<file path="src/rtl/nexys_starship_ssd_scan_if.sv">
// Frame-load bus between game logic (master) and the seven-segment scan controller (slave).
interface nexys_starship_ssd_scan_if #(
    parameter int N_DIGITS = 8
);
    logic [4*N_DIGITS-1:0] digits_in;
    logic [N_DIGITS-1:0]   dp_in;
    logic [N_DIGITS-1:0]   blank_in;
    logic [N_DIGITS-1:0]   blink_in;
    logic                  load;
    logic                  load_pending;

    modport master (
        output digits_in, dp_in, blank_in, blink_in, load,
        input  load_pending
    );

    modport slave (
        input  digits_in, dp_in, blank_in, blink_in, load,
        output load_pending
    );
endinterface

</file>
<file path="src/rtl/nexys_starship_ssd_scan.sv">
// N-digit multiplexed seven-segment scan controller with a double-buffered frame that commits at frame boundaries.
// Optional build macro SSD_LEADING_ZERO_BLANK_EN suppresses leading zero digits.
module nexys_starship_ssd_scan #(
    parameter int N_DIGITS       = 8,
    parameter int SCAN_DIV_BITS  = 18,
    parameter int DEADTIME       = 4,
    parameter int BLINK_DIV_BITS = 25,
    localparam int CW            = $clog2(N_DIGITS)
) (
    input  logic                     board_clk,
    input  logic                     Reset,
    nexys_starship_ssd_scan_if.slave bus,
    output logic                     frame_done,
    output logic [CW-1:0]            cur_digit,
    output logic [N_DIGITS-1:0]      anodes,
    output logic [7:0]               cathodes
);

    localparam logic [SCAN_DIV_BITS-1:0] PRESC_MAX  = {SCAN_DIV_BITS{1'b1}};
    localparam logic [SCAN_DIV_BITS-1:0] DEAD_END   = SCAN_DIV_BITS'(DEADTIME);
    localparam logic [CW-1:0]            LAST_DIGIT = CW'(N_DIGITS - 1);

    // Active-low {a,b,c,d,e,f,g} pattern for a hex nibble.
    function automatic logic [6:0] hex_seg(input logic [3:0] nib);
        logic [6:0] seg;
        case (nib)
            4'h0:    seg = 7'b0000001;
            4'h1:    seg = 7'b1001111;
            4'h2:    seg = 7'b0010010;
            4'h3:    seg = 7'b0000110;
            4'h4:    seg = 7'b1001100;
            4'h5:    seg = 7'b0100100;
            4'h6:    seg = 7'b0100000;
            4'h7:    seg = 7'b0001111;
            4'h8:    seg = 7'b0000000;
            4'h9:    seg = 7'b0000100;
            4'hA:    seg = 7'b0001000;
            4'hB:    seg = 7'b1100000;
            4'hC:    seg = 7'b0110001;
            4'hD:    seg = 7'b1000010;
            4'hE:    seg = 7'b0110000;
            4'hF:    seg = 7'b0111000;
            default: seg = 7'b1111111;
        endcase
        return seg;
    endfunction

`ifdef SSD_LEADING_ZERO_BLANK_EN
    // Zero digits above the most significant non-zero digit; digit 0 always shows.
    function automatic logic [N_DIGITS-1:0] lz_mask(input logic [4*N_DIGITS-1:0] d);
        logic                seen;
        logic [N_DIGITS-1:0] m;
        seen = 1'b0;
        m    = {N_DIGITS{1'b0}};
        for (int i = N_DIGITS - 1; i > 0; i--) begin
            if (!seen && (d[4*i +: 4] == 4'h0)) begin
                m[i] = 1'b1;
            end else begin
                seen = 1'b1;
            end
        end
        return m;
    endfunction
`endif

    logic [SCAN_DIV_BITS-1:0]  presc_q, presc_d;
    logic [CW-1:0]             cur_q, cur_d;
    logic [BLINK_DIV_BITS-1:0] blink_cnt_q, blink_cnt_d;
    logic [4*N_DIGITS-1:0]     stg_digits_q, stg_digits_d, act_digits_q, act_digits_d;
    logic [N_DIGITS-1:0]       stg_dp_q, stg_dp_d, act_dp_q, act_dp_d;
    logic [N_DIGITS-1:0]       stg_blank_q, stg_blank_d, act_blank_q, act_blank_d;
    logic [N_DIGITS-1:0]       stg_blink_q, stg_blink_d, act_blink_q, act_blink_d;
    logic                      load_pending_q, load_pending_d;
    logic                      frame_done_q, frame_done_d;
    logic [N_DIGITS-1:0]       anodes_q, anodes_d;
    logic [7:0]                cathodes_q, cathodes_d;

    logic                      slot_wrap_s, boundary_s;
    logic [N_DIGITS-1:0]       lz_supp_s;
    logic [3:0]                cur_nib_s;
    logic                      cur_dp_s, cur_blank_s, cur_blink_s, cur_supp_s, lit_s;

    // Scan timing, frame staging/commit and next-state of all registers.
    always_comb begin
        presc_d     = presc_q + SCAN_DIV_BITS'(1);
        blink_cnt_d = blink_cnt_q + BLINK_DIV_BITS'(1);
        slot_wrap_s = (presc_q == PRESC_MAX);
        boundary_s  = slot_wrap_s && (cur_q == LAST_DIGIT);

        if (slot_wrap_s) begin
            if (cur_q == LAST_DIGIT) begin
                cur_d = {CW{1'b0}};
            end else begin
                cur_d = cur_q + CW'(1);
            end
        end else begin
            cur_d = cur_q;
        end

        // High throughout the last cycle of a frame, i.e. the cycle whose edge returns cur_digit to 0.
        frame_done_d = (presc_d == PRESC_MAX) && (cur_d == LAST_DIGIT);

        stg_digits_d   = stg_digits_q;
        stg_dp_d       = stg_dp_q;
        stg_blank_d    = stg_blank_q;
        stg_blink_d    = stg_blink_q;
        act_digits_d   = act_digits_q;
        act_dp_d       = act_dp_q;
        act_blank_d    = act_blank_q;
        act_blink_d    = act_blink_q;
        load_pending_d = load_pending_q;

        if (boundary_s) begin
            if (bus.load) begin
                stg_digits_d   = bus.digits_in;
                stg_dp_d       = bus.dp_in;
                stg_blank_d    = bus.blank_in;
                stg_blink_d    = bus.blink_in;
                act_digits_d   = bus.digits_in;
                act_dp_d       = bus.dp_in;
                act_blank_d    = bus.blank_in;
                act_blink_d    = bus.blink_in;
                load_pending_d = 1'b0;
            end else if (load_pending_q) begin
                act_digits_d   = stg_digits_q;
                act_dp_d       = stg_dp_q;
                act_blank_d    = stg_blank_q;
                act_blink_d    = stg_blink_q;
                load_pending_d = 1'b0;
            end else begin
                load_pending_d = load_pending_q;
            end
        end else if (bus.load) begin
            stg_digits_d   = bus.digits_in;
            stg_dp_d       = bus.dp_in;
            stg_blank_d    = bus.blank_in;
            stg_blink_d    = bus.blink_in;
            load_pending_d = 1'b1;
        end else begin
            load_pending_d = load_pending_q;
        end
    end

    // Decode the current slot into next anode/cathode values (registered below).
    always_comb begin
`ifdef SSD_LEADING_ZERO_BLANK_EN
        lz_supp_s = lz_mask(act_digits_q);
`else
        lz_supp_s = {N_DIGITS{1'b0}};
`endif
        cur_nib_s   = 4'h0;
        cur_dp_s    = 1'b0;
        cur_blank_s = 1'b1;
        cur_blink_s = 1'b0;
        cur_supp_s  = 1'b0;
        for (int i = 0; i < N_DIGITS; i++) begin
            if (cur_q == CW'(i)) begin
                cur_nib_s   = act_digits_q[4*i +: 4];
                cur_dp_s    = act_dp_q[i];
                cur_blank_s = act_blank_q[i];
                cur_blink_s = act_blink_q[i];
                cur_supp_s  = lz_supp_s[i];
            end else begin
                cur_supp_s = cur_supp_s;
            end
        end

        // A suppressed leading zero still lights when its decimal point is on.
        lit_s = (presc_q >= DEAD_END) && !cur_blank_s
                && !(cur_blink_s && blink_cnt_q[BLINK_DIV_BITS-1])
                && !(cur_supp_s && !cur_dp_s);

        for (int i = 0; i < N_DIGITS; i++) begin
            anodes_d[i] = !(lit_s && (cur_q == CW'(i)));
        end

        if (lit_s) begin
            if (cur_supp_s) begin
                cathodes_d = {7'b1111111, ~cur_dp_s};
            end else begin
                cathodes_d = {hex_seg(cur_nib_s), ~cur_dp_s};
            end
        end else begin
            cathodes_d = 8'hFF;
        end
    end

    // State and output registers; reset darkens the display and drops any pending frame.
    always_ff @(posedge board_clk or posedge Reset) begin
        if (Reset) begin
            presc_q        <= {SCAN_DIV_BITS{1'b0}};
            cur_q          <= {CW{1'b0}};
            blink_cnt_q    <= {BLINK_DIV_BITS{1'b0}};
            stg_digits_q   <= {(4*N_DIGITS){1'b0}};
            stg_dp_q       <= {N_DIGITS{1'b0}};
            stg_blank_q    <= {N_DIGITS{1'b1}};
            stg_blink_q    <= {N_DIGITS{1'b0}};
            act_digits_q   <= {(4*N_DIGITS){1'b0}};
            act_dp_q       <= {N_DIGITS{1'b0}};
            act_blank_q    <= {N_DIGITS{1'b1}};
            act_blink_q    <= {N_DIGITS{1'b0}};
            load_pending_q <= 1'b0;
            frame_done_q   <= 1'b0;
            anodes_q       <= {N_DIGITS{1'b1}};
            cathodes_q     <= 8'hFF;
        end else begin
            presc_q        <= presc_d;
            cur_q          <= cur_d;
            blink_cnt_q    <= blink_cnt_d;
            stg_digits_q   <= stg_digits_d;
            stg_dp_q       <= stg_dp_d;
            stg_blank_q    <= stg_blank_d;
            stg_blink_q    <= stg_blink_d;
            act_digits_q   <= act_digits_d;
            act_dp_q       <= act_dp_d;
            act_blank_q    <= act_blank_d;
            act_blink_q    <= act_blink_d;
            load_pending_q <= load_pending_d;
            frame_done_q   <= frame_done_d;
            anodes_q       <= anodes_d;
            cathodes_q     <= cathodes_d;
        end
    end

    assign bus.load_pending = load_pending_q;
    assign frame_done       = frame_done_q;
    assign cur_digit        = cur_q;
    assign anodes           = anodes_q;
    assign cathodes         = cathodes_q;

endmodule

</file>
<file path="src/flat_wrapper.sv">
// flat-port wrapper written by rule: the top's interface ports become plain ports
module nexys_starship_ssd_scan_flat 
#(
    parameter int N_DIGITS       = 8,
    parameter int SCAN_DIV_BITS  = 18,
    parameter int DEADTIME       = 4,
    parameter int BLINK_DIV_BITS = 25,
    localparam int CW            = $clog2(N_DIGITS)
)
  (board_clk, Reset, frame_done, cur_digit, anodes, cathodes, bus_digits_in, bus_dp_in, bus_blank_in, bus_blink_in, bus_load, bus_load_pending);
  nexys_starship_ssd_scan_if #(.N_DIGITS(N_DIGITS)) bus_i ();
  input  logic board_clk;
  input  logic Reset;
  output logic frame_done;
  output logic [CW-1:0] cur_digit;
  output logic [N_DIGITS-1:0] anodes;
  output logic [7:0] cathodes;
  input wire logic [$bits(bus_i.digits_in)-1:0] bus_digits_in;
  input wire logic [$bits(bus_i.dp_in)-1:0] bus_dp_in;
  input wire logic [$bits(bus_i.blank_in)-1:0] bus_blank_in;
  input wire logic [$bits(bus_i.blink_in)-1:0] bus_blink_in;
  input wire logic [$bits(bus_i.load)-1:0] bus_load;
  output wire logic [$bits(bus_i.load_pending)-1:0] bus_load_pending;
  assign bus_i.digits_in = bus_digits_in;
  assign bus_i.dp_in = bus_dp_in;
  assign bus_i.blank_in = bus_blank_in;
  assign bus_i.blink_in = bus_blink_in;
  assign bus_i.load = bus_load;
  assign bus_load_pending = bus_i.load_pending;
  nexys_starship_ssd_scan #(.N_DIGITS(N_DIGITS), .SCAN_DIV_BITS(SCAN_DIV_BITS), .DEADTIME(DEADTIME), .BLINK_DIV_BITS(BLINK_DIV_BITS)) u_core (.board_clk(board_clk), .Reset(Reset), .bus(bus_i), .frame_done(frame_done), .cur_digit(cur_digit), .anodes(anodes), .cathodes(cathodes));
endmodule
</file>
<file path="config.mk">
export PLATFORM = sky130hd
export DESIGN_NAME = nexys_starship_ssd_scan_flat
export DESIGN_NICKNAME = d
export VERILOG_FILES = /design/src/rtl/nexys_starship_ssd_scan_if.sv /design/src/rtl/nexys_starship_ssd_scan.sv /design/src/flat_wrapper.sv
export SDC_FILE = /design/constraint.sdc
export NUM_CORES = 1
export LEC_CHECK = 0
export ABC_AREA = 1
export BUFFER_PORTS_ARGS = -buffer_cell sky130_fd_sc_hd__buf_2
export CAP_MARGIN = 5
export CORE_MARGIN = 2
export CORE_UTILIZATION = 40
export DETAILED_ROUTE_END_ITERATION = 12
export PLACE_DENSITY = 0.59
export RECOVER_POWER = 50
export SYNTH_ARGS = -nofsm -noshare
export SYNTH_HDL_FRONTEND = slang
export SYNTH_SLANG_ARGS = --single-unit
</file>
<file path="constraint.sdc">
create_clock -name board_clk -period 6.2 [get_ports board_clk]
set_clock_uncertainty 0.1 [all_clocks]
set_input_delay 0.62 -clock board_clk [delete_from_list [all_inputs] [get_ports board_clk]]
set_output_delay 0.62 -clock board_clk [all_outputs]
set_load 0.03 [all_outputs]
</file>
==> out/summary.log <==
INFO  worst_setup_path rr_endpoint=u_core.act_digits_q[25]$_DFFE_PP0P_
INFO  placed_design  port_buffers=79
INFO  worst_setup_path critical_path.top_delay_family=buffers and inverters
INFO  global_route   grt_overflow=0
INFO  worst_setup_path timing.critical_path.to_type=flop
INFO  floorplanning  initial_utilization=41.0%
INFO  yosys          synth_seq_area_share=55.4%
INFO  yosys          synth_area=8030µm²
INFO  power_and_ir_drop p_sw=0.564mW
INFO  power_and_ir_drop power.share.combinational=4.3%
INFO  global_route   grt_pass1_vias=6021
INFO  floorplanning  die_width=146µm
INFO  yosys          synth_top_area_share=44.9%
INFO  cts            post_cts.repair.setup_buffers=0
INFO  detailed_routing avgViaCountPerCell=4.59
INFO  worst_setup_path path_common_cell=clkbuf_1
INFO  yosys          synth.ff_latch_count=176
INFO  min_path       worstHoldPathCells=3
INFO  finish         number_of_antenna_repair_diodes=0
INFO  cts            cts_resized=0
INFO  worst_setup_path crit_path_start_kind=primary input
INFO  cts            cts.sinks=176
INFO  outcome        run_status=complete, but fails checks
INFO  power_and_ir_drop largest_vdd_supply_drop=0.220mV
INFO  finish         post_route_cells_drive_above_1_share=16.0%
INFO  cts            htreeDepth=4
INFO  timing         final.period_utilization=66.0%
INFO  worst_setup_path ordered_list_of_cells_on_the_worst_path=clkbuf_1 > clkbuf_1 > inv_1 > clkbuf_1 > nand2_1 > nand2_1 > nand2_2 > o21ai_2
INFO  power_and_ir_drop static_leakage=4.93nW
INFO  floorplanning  chipHeight=146µm
INFO  worst_setup_path timing.critical_path.required=6390ps
INFO  cts            clock_tree_from_tritoncts=done
INFO  detailed_routing dr_total_vias=5977
INFO  detailed_routing detail_route.first_pass.iterations=5
INFO  timing         unrepaired_setup_endpoints_after_global_routing=no
INFO  global_route   groute.layer.met3.usage=3.32%
INFO  timing         fin_crit=4090ps
INFO  worst_setup_path worst_setup_path_startpoint=bus_load
INFO  finish         synthToLayoutAreaGrowth=14.0%
INFO  detailed_routing detail_route.drc_violations=0
INFO  worst_setup_path path_max_fanout=58
INFO  worst_setup_path cp_num_buf_inv=4
INFO  global_route   grt_util_met1=23.6%
INFO  yosys          syn_area_per_cell=8.44µm²
INFO  power_and_ir_drop p_sw_share=23.9%
INFO  power_and_ir_drop report.power.total=2.36mW
INFO  worst_setup_path worst-setup-path-type=primary input to flop
INFO  yosys          postSynthNetCount=1026
INFO  worst_setup_path worst_r2r_path_depth=7
INFO  timing         worstMarginPinSlew=2590ps
INFO  worst_setup_path cp_slowest_stage_delay=1850ps
INFO  timing         finalSetupViolCount=0
INFO  global_route   grt_antenna_before_repair=0
INFO  power_and_ir_drop p_per_area=258nW/µm²
INFO  placed_design  dp.final_hpwl=11700µm
INFO  floorplanning  area_of_the_die=21200µm²
INFO  timing         timing.final.ws_setup=2110ps
INFO  global_route   met2_usage=27.4%
INFO  yosys          number_of_distinct_library_cell_variants_in_the_gate_level_netlist_after_synthesis=42
INFO  yosys          yosysWarningCount=0
INFO  timing         report.final.hold_viol_count=0
INFO  floorplanning  core-area=19600µm²
INFO  cts            worst_skew_pair.late_latency=430ps
INFO  timing         fmaxAchievable=0.244GHz
INFO  yosys          synth_top_cells_by_area=dfrtp_1, nand2_1, dfstp_2
INFO  yosys          netlist.top_cell.by_area=dfrtp_1
INFO  timing         hold_ws=305ps
INFO  finish         final_common_cell=nand2_1
INFO  worst_setup_path worst_ep_arrival_time=4290ps
INFO  global_route   gr-max-usage-layer=met2
INFO  detailed_routing wire_per_inst=13.1µm
INFO  worst_setup_path timing.rr.start=u_core.cur_digit[0]$_DFF_PP0_
INFO  detailed_routing drt-initial-drc-count=365
INFO  min_path       hp-start=bus_blank_in[2]
INFO  global_route   grt_usage=17.1%
INFO  finish         commonest_cells_after_routing_fill_and_taps_aside=nand2_1, dfrtp_1, buf_2
INFO  detailed_routing drtAntennaViolNets=0
INFO  power_and_ir_drop clock_network_fraction_of_total_power=45.1%
INFO  power_and_ir_drop cell_internal_pwr=1.79mW
INFO  placed_design  placement_stage_worst_setup_slack=2540ps
INFO  timing         fin_tns_setup=0ps
INFO  worst_setup_path regToRegSetupSlack=2570ps
INFO  floorplanning  top_ports=80
INFO  global_route   grt_first_pass_wirelength=29200µm
INFO  cts            hold_buffers=0
INFO  min_path       hp-class=primary input to flop
INFO  detailed_routing finalWirelength=17100µm
INFO  worst_setup_path cpMaxStageDelayCell=clkbuf_1
INFO  timing         report.final.slew_viol_count=297
INFO  yosys          post_synth_inst_count=951
INFO  flow_run       cap_violations=5
INFO  power_and_ir_drop share_seq_of_total_power=50.6%
INFO  placed_design  globalplace.congestion=0.789
INFO  cts            path_clk_slew=70ps
INFO  global_route   grt_start_max_net_pins=84
INFO  cts            cts_buffers=17
INFO  floorplanning  row_count=51
INFO  outcome        failed_checks=max-capacitance violations, max-slew violations
INFO  finish         final_nets=1099
INFO  cts            cts-root-to-sink-buffers=2
INFO  cts            cts-root-buf=clkbuf_16
INFO  min_path       min_delay_worst_endpoint=u_core.stg_blank_q[2]$_DFFE_PP1P_
INFO  timing         relSlewSlack=-72.9%
## worst register-to-register path, cell delays in order (launching register included)
cell	delay, ps
dfrtp_1	430
ha_1	240
ha_1	310
clkinv_1	240
nor2_2	70
nand2_2	700
clkinv_2	1020
o21ai_1	430
## power groups by stage
stage	combinational, mW	clock [mW]	sequential [mW]
2_1_floorplan	0.0604	0	1.21
5_1_grt	0.120	1.14	1.20
4_1_cts	0.105	1.09	1.19
3_3_place_gp	0.105	0	1.21
6_report	0.102	1.06	1.19
3_5_place_dp	0.105	0	1.21
## cells by family after synthesis
| kind of cell | count (synthesis) | share of synthesized area, % |
|---|---|---|
| buffers and inverters | 96 | 5.39 |
| and+or+nand+nor | 602 | 30.9 |
| adders and majority gates | 16 | 2.49 |
| xor gates and xnor gates | 32 | 3.49 |
| AOI/OAI and AO/OA | 29 | 2.35 |
| DFF | 176 | 55.4 |
## Yosys cell counts (all sizes together)
| library cell | count |
|---|---|
| a21boi | 1 |
| a21oi | 8 |
| a41oi | 1 |
| buf | 14 |
| clkbuf | 15 |
| clkinv | 4 |
| dfrtp | 144 |
| dfstp | 32 |
| ha | 16 |
| inv | 63 |
| nand2 | 470 |
| nand3 | 49 |
| nand3b | 3 |
| nand4 | 11 |
| nor2 | 54 |
| nor3 | 6 |
| nor4 | 4 |
| o211ai | 2 |
| o21ai | 14 |
| o21bai | 2 |
| o22ai | 1 |
| or2 | 5 |
| xnor2 | 12 |
| xor2 | 20 |
## through the flow
stage	cell area (µm²)	std cells	utilization, %
after floorplan	8030	951	-
after global placement	8610	1270	44.0
after detailed placement	8610	1270	44.0
after CTS	9200	1302	47.0
after global routing	9150	1302	46.7
final	9150	1302	46.7
## worst max path at each step
stage / end / depth (start not counted)
floorplan: u_core.act_blink_q[0]$_DFFE_PP0P_ / 1
global placement: u_core.act_digits_q[29]$_DFFE_PP0P_ / 8
detailed placement: u_core.act_digits_q[25]$_DFFE_PP0P_ / 7
CTS: u_core.act_digits_q[25]$_DFFE_PP0P_ / 7
global route: u_core.act_digits_q[24]$_DFFE_PP0P_ / 8
finish: u_core.act_digits_q[24]$_DFFE_PP0P_ / 8
## registers in the layout, summed over array words and instances, names as in the netlist
signal / cells
u_core.act_blink_q: 8
u_core.stg_blink_q: 8
u_core.act_blank_q: 8
u_core.stg_blank_q: 8
u_core.frame_done: 1
u_core.act_dp_q: 8
u_core.bus.load_pending: 1
u_core.act_digits_q: 32
u_core.blink_cnt_q: 25
u_core.stg_dp_q: 8
u_core.stg_digits_q: 32
u_core.presc_q: 18
u_core.cathodes: 8
u_core.anodes: 8
u_core.cur_digit: 3
## area by class of cell
cell class	count	area, µm²
Tap cell	265	332
Timing Repair Buffer	83	405
Sequential cell	176	4440
Clock buffer	18	439
Multi-Input combinational cell	679	3120
Clock inverter	14	150
Fill cell	1999	10400
Inverter	67	256
## layer usage
layer	share of wire [%]	up-vias
met3	3.4	16
met4	1.3	0
met2	46	99
li1	-	3075
met5	0	-
met1	49	2787
No activity file was read; power rests on OpenSTA's default activity.
